--- src/rtl/bin_clock_timekeeper.sv ---
// Time-of-day core: 1 Hz prescaler, binary h/m/s counters and a two-button set mode.
// Optional 12-hour display with pm flag when BIN_CLOCK_12H_EN is defined.
module bin_clock_timekeeper #(
  parameter int CLK_HZ      = 10000000,
  parameter int SYNC_STAGES = 2
) (
  input  logic       clk,
  input  logic       rst,
  input  logic       ena,
  input  logic       btn_mode,
  input  logic       btn_inc,
  output logic [4:0] hours,
  output logic [5:0] minutes,
  output logic [5:0] seconds,
  output logic       sec_tick,
  output logic [1:0] mode,
  output logic       pm
);

  localparam int PW = $clog2(CLK_HZ);
  localparam logic [PW-1:0] PRESC_MAX = PW'(CLK_HZ - 1);
  localparam logic [PW-1:0] PRESC_ONE = PW'(1);

  typedef enum logic [1:0] {
    RUN      = 2'b00,
    SET_HOUR = 2'b01,
    SET_MIN  = 2'b10
  } state_t;

  state_t                 state_r, state_s;
  logic [PW-1:0]          presc_r, presc_s;
  logic [4:0]             hour_r, hour_s;
  logic [5:0]             min_r, min_s;
  logic [5:0]             sec_r, sec_s;
  logic                   tick_r, tick_s;
  logic [4:0]             hours_r;
  logic                   pm_r, pm_s;
  logic [SYNC_STAGES-1:0] mode_sync_r, inc_sync_r;
  logic                   mode_hist_r, inc_hist_r;
  logic                   mode_ev_s, inc_ev_s;

  function automatic logic [5:0] inc_mod60(input logic [5:0] v);
    if (v >= 6'd59) begin
      return 6'd0;
    end else begin
      return v + 6'd1;
    end
  endfunction

  function automatic logic [4:0] inc_hour(input logic [4:0] v);
    if (v >= 5'd23) begin
      return 5'd0;
    end else begin
      return v + 5'd1;
    end
  endfunction

  function automatic logic [4:0] to_display(input logic [4:0] h);
`ifdef BIN_CLOCK_12H_EN
    if (h == 5'd0) begin
      return 5'd12;
    end else if (h > 5'd12) begin
      return h - 5'd12;
    end else begin
      return h;
    end
`else
    return h;
`endif
  endfunction

`ifdef BIN_CLOCK_12H_EN
  assign pm_s = (hour_s >= 5'd12);
`else
  assign pm_s = 1'b0;
`endif

  assign mode_ev_s = mode_sync_r[SYNC_STAGES-1] & ~mode_hist_r;
  assign inc_ev_s  = inc_sync_r[SYNC_STAGES-1] & ~inc_hist_r;

  // Next-state: mode sequencing, prescaler and the full carry chain in one edge
  always_comb begin
    state_s = state_r;
    presc_s = presc_r;
    hour_s  = hour_r;
    min_s   = min_r;
    sec_s   = sec_r;
    tick_s  = 1'b0;
    if (ena) begin
      case (state_r)
        RUN: begin
          if (mode_ev_s) begin
            state_s = SET_HOUR;
            presc_s = '0;
            sec_s   = 6'd0;
          end else if (presc_r == PRESC_MAX) begin
            presc_s = '0;
            tick_s  = 1'b1;
            sec_s   = inc_mod60(sec_r);
            if (sec_r == 6'd59) begin
              min_s = inc_mod60(min_r);
              if (min_r == 6'd59) begin
                hour_s = inc_hour(hour_r);
              end else begin
                hour_s = hour_r;
              end
            end else begin
              min_s = min_r;
            end
          end else begin
            presc_s = presc_r + PRESC_ONE;
          end
        end
        SET_HOUR: begin
          presc_s = '0;
          sec_s   = 6'd0;
          // a simultaneous mode step takes priority and drops the increment
          if (mode_ev_s) begin
            state_s = SET_MIN;
          end else if (inc_ev_s) begin
            hour_s = inc_hour(hour_r);
          end else begin
            hour_s = hour_r;
          end
        end
        SET_MIN: begin
          presc_s = '0;
          sec_s   = 6'd0;
          if (mode_ev_s) begin
            state_s = RUN;
          end else if (inc_ev_s) begin
            min_s = inc_mod60(min_r);
          end else begin
            min_s = min_r;
          end
        end
        default: begin
          state_s = RUN;
          presc_s = '0;
          sec_s   = 6'd0;
        end
      endcase
    end else begin
      tick_s = 1'b0;
    end
  end

  // State and output registers; button synchronisers keep sampling even when disabled
  always_ff @(posedge clk) begin
    if (rst) begin
      mode_sync_r <= '0;
      inc_sync_r  <= '0;
      mode_hist_r <= 1'b0;
      inc_hist_r  <= 1'b0;
      state_r     <= RUN;
      presc_r     <= '0;
      hour_r      <= 5'd0;
      min_r       <= 6'd0;
      sec_r       <= 6'd0;
      tick_r      <= 1'b0;
      hours_r     <= to_display(5'd0);
      pm_r        <= 1'b0;
    end else begin
      mode_sync_r <= {mode_sync_r[SYNC_STAGES-2:0], btn_mode};
      inc_sync_r  <= {inc_sync_r[SYNC_STAGES-2:0], btn_inc};
      mode_hist_r <= mode_sync_r[SYNC_STAGES-1];
      inc_hist_r  <= inc_sync_r[SYNC_STAGES-1];
      state_r     <= state_s;
      presc_r     <= presc_s;
      hour_r      <= hour_s;
      min_r       <= min_s;
      sec_r       <= sec_s;
      tick_r      <= tick_s;
      hours_r     <= to_display(hour_s);
      pm_r        <= pm_s;
    end
  end

  assign hours    = hours_r;
  assign minutes  = min_r;
  assign seconds  = sec_r;
  assign sec_tick = tick_r;
  assign mode     = state_r;
  assign pm       = pm_r;

endmodule

--- config.mk ---
export PLATFORM = sky130hd
export DESIGN_NAME = bin_clock_timekeeper
export DESIGN_NICKNAME = d
export VERILOG_FILES = /design/src/rtl/bin_clock_timekeeper.sv
export SDC_FILE = /design/constraint.sdc
export NUM_CORES = 1
export LEC_CHECK = 0
export ABC_AREA = 1
export CAP_MARGIN = 30
export CORE_MARGIN = 2
export CORE_UTILIZATION = 35
export DETAILED_ROUTE_END_ITERATION = 10
export PLACE_DENSITY = 0.58
export SETUP_SLACK_MARGIN = 0.15
export SLEW_MARGIN = 20
export SYNTH_ARGS = -nofsm -noshare
export SYNTH_HDL_FRONTEND = slang
export SYNTH_SLANG_ARGS = --single-unit
export TNS_END_PERCENT = 100
--- constraint.sdc ---
create_clock -name clk -period 3.45 [get_ports clk]
set_input_delay 1.035 -clock clk [delete_from_list [all_inputs] [get_ports clk]]
set_output_delay 1.035 -clock clk [all_outputs]
set_load 0.01 [all_outputs]
==> qor.csv <==
metric,value,unit
hold_violations,0,
cts_htree_levels,2,
cts.sinks,50,
die_area,8950,um^2
cts_max_path_buffers,2,
grt_start_max_net_pins,26,
drt_iter0_drc,127,
cp.required,3.65,ns
synth_top_area_share,34.8,%
max_freq,403,MHz
setup_viol,0,
ys_seq_elements,50,
cts_resized,0,
post-route-period-util,71.9,%
path_max_fanout,7,
place.gp.congestion,0.824,
power_density,362,nW/um^2
post_cts_buffers,0,
core_area,8090,um^2
avgSynthCellArea,6.70,um^2
nNetsFinal,460,
drt-total-wl,6500,um
die_h,94.6,um
hp-class,flop to flop,
yosysTopAreaCell,dfxtp_1,
yosysWarnings,0,
num_vias,2716,
cts-root-buf,clkbuf_8,
drive_gt1_share,8.41,%
via_per_inst,4.88,
path_class,input pin to flop,
slew_viol_final,0,
synth_seq_area_share,34.8,%
synth.distinct_cells,39,
syn-num-nets,438,
cap_viol_max_count,0,
area_growth,15.7,%
grt_pass1_vias,2446,
crit_path_end_kind,flop,
postRouteAntennaNets,0,
grt_use_total,15.5,%
synthCells,429,
io_pins,26,
cts_tree,yes,
drtPass1Iterations,4,
hold_buffers,0,
num_rows,33,
vdd_drop_max,225,uV
dpl.hpwl,4830,um
wl_met3,305,um
power,0.00120,W
syn_area,2870,um^2
synthTopCellsByArea,"dfxtp_1, nand2_1, nor2_1, nand3_1, inv_1",
wl_met2,2840,um
final.setup.tns,0,ns
fp.dieW,94.6,um
drc,0,
top_layer,met4,
wirelength_met1,3240,um
cp_slowest_stage_delay,0.63,ns
worst-endpoint-arrival,2.68,ns
min_period,2.48,ns
leakage,1.33,nW
status,"complete, no violations",
wl_per_cell,11.7,um
numPortBuffers,24,
clk_pin_slew,0.10,ns
cts_inserted_buffers,5,
cp_cell_sequence,clkdlybuf4s50_1 -> nand2_1 -> nor2_1 -> nand2_1 -> nor2_2 -> and2_1 -> nand2_1 -> xor2_1 -> nor2_1,
antenna_found_initial,0,
layout_common_cells,"nand2_1, nor2_1, inv_1, dfxtp_1, nand3_1",
overflow,0,
insertion_delay,0.31,ns
diodes,0,
layout_commonest_cell,nand2_1,
start_kind,input pin,
grt_setup_unrepaired,false,
grt_pass1_wl,11100,um
start_util,35.5,%
path_common_cell,nand2_1,
clock_skew,0.0132,ns
cp_slowest_cell,clkdlybuf4s50_1,
logic make-up (layout without fill, tap and decap cells):
group,count (synthesis),in the layout,synth area share (%)
and+or+nand+nor,262,262,43.3
buffers and inverters,65,88,9.88
DFF,50,50,34.8
AOI/OAI and AO/OA,36,36,6.75
xor gates and xnor gates,11,11,3.35
adders and majority gates,4,4,1.74
other,1,1,0.130
Yosys cell counts (all sizes together):
library cell	count
and2	1
clkbuf	2
xnor2	2
nor3	21
or2	2
inv	52
or3	1
nor4	5
nor3b	1
o21ai	7
ha	4
nand3	41
nand2	93
buf	11
dfxtp	50
nand3b	1
a211oi	1
o21bai	1
a21oi	26
nand4	12
conb	1
o22ai	1
nor2	84
xor2	9
where the power goes:
group	leakage, nW	switching (W)	internal, W
combinational	0.854	0.0000626	0.0000410
sequential	0.405	0.0000138	0.000589
clock	0.0683	0.000206	0.000291
flip-flops by register name (all words and copies together), names as in the netlist, 2 cells and up:
register     cells
seconds          6
mode_sync_r      2
minutes          6
inc_sync_r       2
hours            5
presc_r         24
mode             2
stage by stage:
step	cell area [um^2]	utilization (%)	cells	setup slack, ns	hold slack (ns)
3_5_place_dp	3190	39.4	549	0.634	0.404
4_1_cts	3320	41.1	557	0.965	0.419
3_3_place_gp	3190	39.4	549	0.718	0.399
6_report	3320	41.1	557	0.968	0.414
2_1_floorplan	2870	-	429	1.50	0.388
5_1_grt	3320	41.1	557	0.759	0.432
critical path: cells and delay by family:
kind | cells | cell delay, ns
and+or+nand+nor | 7 | 0.89
buffers and inverters | 1 | 0.63
xor gates and xnor gates | 1 | 0.13
routing by layer:
| layer | up-vias | track usage [%] |
|---|---|---|
| met5 | - | 0 |
| met4 | 0 | 5.80 |
| met3 | 9 | 2.95 |
| met2 | 61 | 25.1 |
| met1 | 1225 | 20.3 |
| li1 | 1421 | - |
layout make-up:
cell class	count	area (um^2)
tap	105	131
clock buffer	5	68.8
timing repair buffer	28	270
inverter	52	195
sequential	50	1000
fill	858	4770
multi-input combinational	314	1590
clock inverter	3	68.8
path summary, 6_finish.rpt:
check,from,endpoint,slack [ns],cells after the start
setup reg to reg,presc_r[0]$_SDFFE_PP0P_,hours[2]$_SDFFE_PP0P_,1.77,10
setup / recovery,ena,presc_r[17]$_SDFFE_PP0P_,0.97,9
hold reg to reg,inc_sync_r[0]$_SDFF_PP0_,inc_sync_r[1]$_SDFF_PP0_,0.41,2
hold / removal,inc_sync_r[0]$_SDFF_PP0_,inc_sync_r[1]$_SDFF_PP0_,0.41,2
Note: power is estimated with default switching activity, not from simulation.
